## config.mk

```make
export PLATFORM = sky130hd
export DESIGN_NAME = riscv_mem_arbiter_flat
export DESIGN_NICKNAME = d
export VERILOG_FILES = /design/src/rtl/riscv_mem_arbiter_if.sv /design/src/rtl/riscv_mem_arbiter.sv /design/src/flat_wrapper.sv
export SDC_FILE = /design/constraint.sdc
export NUM_CORES = 1
export LEC_CHECK = 0
export BUFFER_PORTS_ARGS = -buffer_cell sky130_fd_sc_hd__buf_2
export CORE_AREA = 10 10 116 118
export CTS_CLUSTER_DIAMETER = 30
export CTS_CLUSTER_SIZE = 28
export DETAILED_ROUTE_END_ITERATION = 10
export DIE_AREA = 0 0 126 128
export GPL_TIMING_DRIVEN = 0
export PLACE_DENSITY = 0.68
export SLEW_MARGIN = 20
export SYNTH_ARGS = -nofsm -noshare
export SYNTH_HDL_FRONTEND = slang
export SYNTH_SLANG_ARGS = --single-unit
```

## constraint.sdc

```tcl
create_clock -name clk -period 4.6 [get_ports clk]
set_clock_uncertainty 0.2 [all_clocks]
set_input_delay 0.46 -clock clk [delete_from_list [all_inputs] [get_ports clk]]
set_output_delay 0.46 -clock clk [all_outputs]
set_load 0.01 [all_outputs]
```

## src/rtl/riscv_mem_arbiter_if.sv

```systemverilog
// Bundle of imem/dmem/memory request-response channels around riscv_mem_arbiter.
// slave is the arbiter's view; master is the core + memory side driving it.
interface riscv_mem_arbiter_if #(
    parameter int p_req_sz  = 67,
    parameter int p_resp_sz = 35
);
    logic [p_req_sz-1:0]  imemreq_msg;
    logic                 imemreq_val;
    logic                 imemreq_rdy;
    logic [p_resp_sz-1:0] imemresp_msg;
    logic                 imemresp_val;

    logic [p_req_sz-1:0]  dmemreq_msg;
    logic                 dmemreq_val;
    logic                 dmemreq_rdy;
    logic [p_resp_sz-1:0] dmemresp_msg;
    logic                 dmemresp_val;

    logic [p_req_sz-1:0]  memreq_msg;
    logic                 memreq_val;
    logic                 memreq_rdy;
    logic [p_resp_sz-1:0] memresp_msg;
    logic                 memresp_val;

    modport slave (
        input  imemreq_msg, imemreq_val,
        output imemreq_rdy, imemresp_msg, imemresp_val,
        input  dmemreq_msg, dmemreq_val,
        output dmemreq_rdy, dmemresp_msg, dmemresp_val,
        output memreq_msg, memreq_val,
        input  memreq_rdy, memresp_msg, memresp_val
    );

    modport master (
        output imemreq_msg, imemreq_val,
        input  imemreq_rdy, imemresp_msg, imemresp_val,
        output dmemreq_msg, dmemreq_val,
        input  dmemreq_rdy, dmemresp_msg, dmemresp_val,
        input  memreq_msg, memreq_val,
        output memreq_rdy, memresp_msg, memresp_val
    );
endinterface

```

## src/rtl/riscv_mem_arbiter.sv

```systemverilog
// Shares one in-order memory port between imem and dmem; an ID FIFO routes responses back.
// Round-robin by default; define RISCV_MEM_ARB_DPRIO_EN for fixed dmem priority.
module riscv_mem_arbiter #(
    parameter int p_max_out = 4,
    parameter int p_req_sz  = 67,
    parameter int p_resp_sz = 35
) (
    input  logic                        clk,
    input  logic                        reset,
    riscv_mem_arbiter_if.slave          bus,
    output logic [$clog2(p_max_out):0]  outstanding,
    output logic                        err
);
    localparam int PW = $clog2(p_max_out);
    localparam int CW = PW + 1;
    localparam logic [CW-1:0] MAX_OUT = CW'(p_max_out);
    localparam logic ID_IMEM = 1'b0;

    logic [p_max_out-1:0] id_fifo_q, id_fifo_d;
    logic [PW-1:0]        wr_ptr_q, wr_ptr_d;
    logic [PW-1:0]        rd_ptr_q, rd_ptr_d;
    logic [CW-1:0]        cnt_q, cnt_d;
    logic                 last_grant_q, last_grant_d;
    logic                 err_q, err_d;

    logic full, empty, grant_en, any_val, winner;
    logic mreq_val, fire, pop, stray, head_id;

    // Grant and response routing are purely combinational.
    always_comb begin
        full     = (cnt_q == MAX_OUT);
        empty    = (cnt_q == '0);
        grant_en = reset & ~full;
        any_val  = bus.imemreq_val | bus.dmemreq_val;
`ifdef RISCV_MEM_ARB_DPRIO_EN
        winner   = bus.dmemreq_val;
`else
        winner   = (bus.imemreq_val & bus.dmemreq_val) ? ~last_grant_q : bus.dmemreq_val;
`endif
        mreq_val = any_val & grant_en;
        fire     = mreq_val & bus.memreq_rdy;
        head_id  = id_fifo_q[rd_ptr_q];
        pop      = reset & bus.memresp_val & ~empty;
        stray    = bus.memresp_val & empty;
    end

    always_comb begin
        bus.memreq_val   = mreq_val;
        bus.memreq_msg   = (any_val & winner) ? bus.dmemreq_msg : bus.imemreq_msg;
        bus.imemreq_rdy  = bus.imemreq_val & ~winner & bus.memreq_rdy & grant_en;
        bus.dmemreq_rdy  = bus.dmemreq_val &  winner & bus.memreq_rdy & grant_en;
        bus.imemresp_msg = bus.memresp_msg;
        bus.dmemresp_msg = bus.memresp_msg;
        bus.imemresp_val = pop & ~head_id;
        bus.dmemresp_val = pop &  head_id;
    end

    always_comb begin
        id_fifo_d    = id_fifo_q;
        wr_ptr_d     = wr_ptr_q;
        rd_ptr_d     = rd_ptr_q;
        cnt_d        = cnt_q;
        last_grant_d = last_grant_q;
        err_d        = err_q;
        if (fire) begin
            id_fifo_d[wr_ptr_q] = winner;
            wr_ptr_d            = wr_ptr_q + 1'b1;
            last_grant_d        = winner;
        end
        if (pop)
            rd_ptr_d = rd_ptr_q + 1'b1;
        case ({fire, pop})
            2'b10:   cnt_d = cnt_q + 1'b1;
            2'b01:   cnt_d = cnt_q - 1'b1;
            default: cnt_d = cnt_q;
        endcase
        // Sticky until reset: a response with nothing outstanding means a lost ID.
        if (stray)
            err_d = 1'b1;
    end

    always_ff @(posedge clk) begin
        if (!reset) begin
            id_fifo_q    <= '0;
            wr_ptr_q     <= '0;
            rd_ptr_q     <= '0;
            cnt_q        <= '0;
            last_grant_q <= ID_IMEM;
            err_q        <= 1'b0;
        end else begin
            id_fifo_q    <= id_fifo_d;
            wr_ptr_q     <= wr_ptr_d;
            rd_ptr_q     <= rd_ptr_d;
            cnt_q        <= cnt_d;
            last_grant_q <= last_grant_d;
            err_q        <= err_d;
        end
    end

    assign outstanding = cnt_q;
    assign err         = err_q;
endmodule

```

## src/flat_wrapper.sv

```systemverilog
// flat-port wrapper written by rule: the top's interface ports become plain ports
module riscv_mem_arbiter_flat 
#(
    parameter int p_max_out = 4,
    parameter int p_req_sz  = 67,
    parameter int p_resp_sz = 35
)
  (clk, reset, outstanding, err, bus_imemreq_msg, bus_imemreq_val, bus_imemreq_rdy, bus_imemresp_msg, bus_imemresp_val, bus_dmemreq_msg, bus_dmemreq_val, bus_dmemreq_rdy, bus_dmemresp_msg, bus_dmemresp_val, bus_memreq_msg, bus_memreq_val, bus_memreq_rdy, bus_memresp_msg, bus_memresp_val);
  riscv_mem_arbiter_if #(.p_req_sz(p_req_sz), .p_resp_sz(p_resp_sz)) bus_i ();
  input  logic clk;
  input  logic reset;
  output logic [$clog2(p_max_out):0] outstanding;
  output logic err;
  input wire logic [$bits(bus_i.imemreq_msg)-1:0] bus_imemreq_msg;
  input wire logic [$bits(bus_i.imemreq_val)-1:0] bus_imemreq_val;
  output wire logic [$bits(bus_i.imemreq_rdy)-1:0] bus_imemreq_rdy;
  output wire logic [$bits(bus_i.imemresp_msg)-1:0] bus_imemresp_msg;
  output wire logic [$bits(bus_i.imemresp_val)-1:0] bus_imemresp_val;
  input wire logic [$bits(bus_i.dmemreq_msg)-1:0] bus_dmemreq_msg;
  input wire logic [$bits(bus_i.dmemreq_val)-1:0] bus_dmemreq_val;
  output wire logic [$bits(bus_i.dmemreq_rdy)-1:0] bus_dmemreq_rdy;
  output wire logic [$bits(bus_i.dmemresp_msg)-1:0] bus_dmemresp_msg;
  output wire logic [$bits(bus_i.dmemresp_val)-1:0] bus_dmemresp_val;
  output wire logic [$bits(bus_i.memreq_msg)-1:0] bus_memreq_msg;
  output wire logic [$bits(bus_i.memreq_val)-1:0] bus_memreq_val;
  input wire logic [$bits(bus_i.memreq_rdy)-1:0] bus_memreq_rdy;
  input wire logic [$bits(bus_i.memresp_msg)-1:0] bus_memresp_msg;
  input wire logic [$bits(bus_i.memresp_val)-1:0] bus_memresp_val;
  assign bus_i.imemreq_msg = bus_imemreq_msg;
  assign bus_i.imemreq_val = bus_imemreq_val;
  assign bus_imemreq_rdy = bus_i.imemreq_rdy;
  assign bus_imemresp_msg = bus_i.imemresp_msg;
  assign bus_imemresp_val = bus_i.imemresp_val;
  assign bus_i.dmemreq_msg = bus_dmemreq_msg;
  assign bus_i.dmemreq_val = bus_dmemreq_val;
  assign bus_dmemreq_rdy = bus_i.dmemreq_rdy;
  assign bus_dmemresp_msg = bus_i.dmemresp_msg;
  assign bus_dmemresp_val = bus_i.dmemresp_val;
  assign bus_memreq_msg = bus_i.memreq_msg;
  assign bus_memreq_val = bus_i.memreq_val;
  assign bus_i.memreq_rdy = bus_memreq_rdy;
  assign bus_i.memresp_msg = bus_memresp_msg;
  assign bus_i.memresp_val = bus_memresp_val;
  riscv_mem_arbiter #(.p_max_out(p_max_out), .p_req_sz(p_req_sz), .p_resp_sz(p_resp_sz)) u_core (.clk(clk), .reset(reset), .bus(bus_i), .outstanding(outstanding), .err(err));
endmodule
```

==> out/metrics.csv <==
metric;value;unit
status;complete, no violations;
Storage cell area;260;um^2
nets@finish;696;
post-synthesis cell area;2060;um^2
number of synthesis warnings;0;
post-synthesis simple-gate area fraction;0.0758;
full die area;16100;um^2
Netlist cell types;31;
Max Clock Freq;382;MHz
core box area;11200;um^2
Setup-failing EPs final;0;
P_sw;0.000227;W
setup bufs post-CTS;0;
first-pass GRT wire length;18000;um
ANT nets after route;0;
Clock power frac;0.248;
antenna violations before repair;2;
post-synthesis xor/xnor area fraction;0.0127;
combinational family with the most area after synthesis;multiplexers;
drt first pass iters;4;
Worst-Skew Late Latency;240;ps
clock buffer depth;2;
Layout fillers;1220;
Wirelength per Cell;19.6;um
Overflow after GRT;0;
CTS H-tree depth;1;
CP max FO;10;
Iter 0 DRT Violations;65;
type of the worst min-delay path;reg2reg;
initial core utilization;0.184;
GRT Util Overall;0.143;
Synth Area in Adders;0.0400;
CTS clock-pin slew for the worst setup and hold paths;50;ps
compound-gate portion of the synthesized area;0.0437;
setup TNS;0;ps
Max VDD drop;0.000172;V
Hold-fix buffers, CTS;0;
vias in the first global route;2777;
clock root buffer;clkbuf_16;
hold path cells;2;
vias per inst;3.95;
number of synthesized register bits;13;
cts bufs inserted;3;
Final Hold Fails;0;
Die W;126;um
fraction of layout cells with a size suffix above 1;0.856;
multi-input combinational cell area;1180;um^2
Via Count;2598;
Avg Cell Area, Syn;9.17;um^2
startpoint types;register;
MaxCap Viol Count;0;
hold slack;261;ps
Final min period;2610;ps
Gate Count Post-Synth;225;
Slew Viols, Final;0;
cts repair resizes;0;
syn_nets;406;
P&R area growth vs syn;81.7;%
critical path type;reg2reg;
# rows;39;
Slew headroom;0.715;
Least-Margin Pin Slew;427;ps
CTS sink cnt;13;
HPWL after DPL;11900;um
power share of the combinational group;0.564;
Pint;0.000442;W
Ports;321;
gpl congestion;0.882;
CP required;4570;ps
largest net degree at the start of global routing;11;
PwrDens;179;nW/um^2
worst r2r path cells;9;
Critical Path AT;2590;ps
multiplexer share of the synthesized area;0.401;
total power;0.000670;W
RSZ-0062 raised after global routing;false;
CTS tree;yes;
sw frac;0.340;
Pleak;2.13;nW
critical path capture point type;register;
Die H;128;um
fin crit share;0.568;
final wirelength;12900;um
Flop pwr share;0.188;
port bufs;285;
DRC;0;
sequential area share after synthesis;0.126;
metrics by stage:
step | cell area [um^2] | setup slack, ps | std cells | utilization
after floorplan | 2060 | 2070 | 225 | -
after global placement | 3670 | 1970 | 653 | 0.327
after detailed placement | 3670 | 1940 | 653 | 0.327
after CTS | 3750 | 1980 | 657 | 0.334
after global routing | 3750 | 1890 | 657 | 0.334
final | 3750 | 1990 | 658 | 0.334
flip-flops by register name, indices dropped and copies added, names as in the netlist:
signal / count
u_core.id_fifo_q: 4
u_core.err: 1
u_core.outstanding: 3
u_core.wr_ptr_q: 2
u_core.rd_ptr_q: 2
u_core.last_grant_q: 1
synth_stat cells, drive strengths merged:
cell type	count	area (um^2)
a21oi	5	28.8
nand2b	1	6.26
nand3	7	35.0
fa	1	20.0
o2bb2ai	1	8.76
mux4	1	22.5
nor2b	1	6.26
o211a	2	20.0
or3	1	7.51
or3b	1	11.3
buf	78	589
xor2	2	17.5
nor2	7	26.3
nand2	9	33.8
nand4	1	6.26
nor3	1	5.00
xnor2	1	8.76
mux2i	5	50.1
clkbuf	2	8.75
o21ai	1	5.00
a21o	2	16.3
ha	5	62.6
and2	3	18.8
o311a	1	11.3
mux2	67	754
dfxtp	13	260
inv	6	22.5
critical path, cell delays in order (launching register included):
cell and delay, ps:
dfxtp_1 400, or3b_4 420, buf_6 150, nand2_1 50, ha_1 170, inv_1 60
fa_1 380, xor2_1 160, or3_2 400, a21oi_1 140
cell families (layout without fill, tap and decap cells):
kind of cell / Yosys count / in the layout
buf+inv: 86 / 375
compound gates: 12 / 12
fa+ha+maj: 6 / 6
flops: 13 / 13
xor+xnor: 3 / 3
mux: 73 / 73
other cells: 0 / 1
simple gates: 32 / 32
power groups by stage:
stage	Combinational (W)	Clock [W]	Sequential (W)
floorplan	0.000201	0	0.000128
global placement	0.000380	0	0.000128
detailed placement	0.000383	0	0.000128
CTS	0.000385	0.000165	0.000126
global route	0.000406	0.000173	0.000127
finish	0.000378	0.000166	0.000126
routing by layer:
metal  wire length [um]  GRT usage  up-vias  part of all wire
met5                 13          0        -            0.0010
met4                101     0.0174        2            0.0078
met3               1610     0.0715       11              0.12
met2               6960      0.266      157              0.54
met1               4200      0.142     1148              0.33
li1                   -          -     1280                 -
layout make-up:
cell class,instances,area share
antenna,1,0.000667
buffer,80,0.159
clock buffer,4,0.0210
inverter,6,0.00601
multi-input combinational,126,0.315
sequential,13,0.0694
tap,143,0.0477
timing repair buffer,285,0.380
final timing paths:
kind,to,slack [ps],startpoint
setup / recovery,u_core.outstanding[2],1990,u_core.outstanding[2]
hold / removal,u_core.id_fifo_q[2],260,u_core.id_fifo_q[2]
setup reg to reg,u_core.outstanding[2],1990,u_core.outstanding[2]
hold reg to reg,u_core.id_fifo_q[2],260,u_core.id_fifo_q[2]
cells in the final DEF (no fill, tap or decap):
cell type / n
or3_2: 1
buf_2: 285
or3b_4: 1
nor3_1: 1
nand4_1: 1
a21o_2: 1
fa_1: 1
xor2_1: 2
mux4_2: 1
and2_1: 3
o2bb2ai_1: 1
nand2b_1: 1
nor2_1: 7
clkbuf_2: 1
buf_6: 1
inv_1: 6
dfxtp_1: 13
mux2_2: 67
o21ai_0: 1
nand2_1: 9
o311a_2: 1
mux2i_1: 5
nor2b_1: 1
ha_1: 5
a21oi_1: 4
clkbuf_16: 3
clkbuf_1: 2
buf_4: 77
diode_2: 1
xnor2_1: 1
nand3_1: 7
o211a_1: 2
a21o_1: 1
a21oi_2: 1
Note: power is estimated with default switching activity, not from simulation.
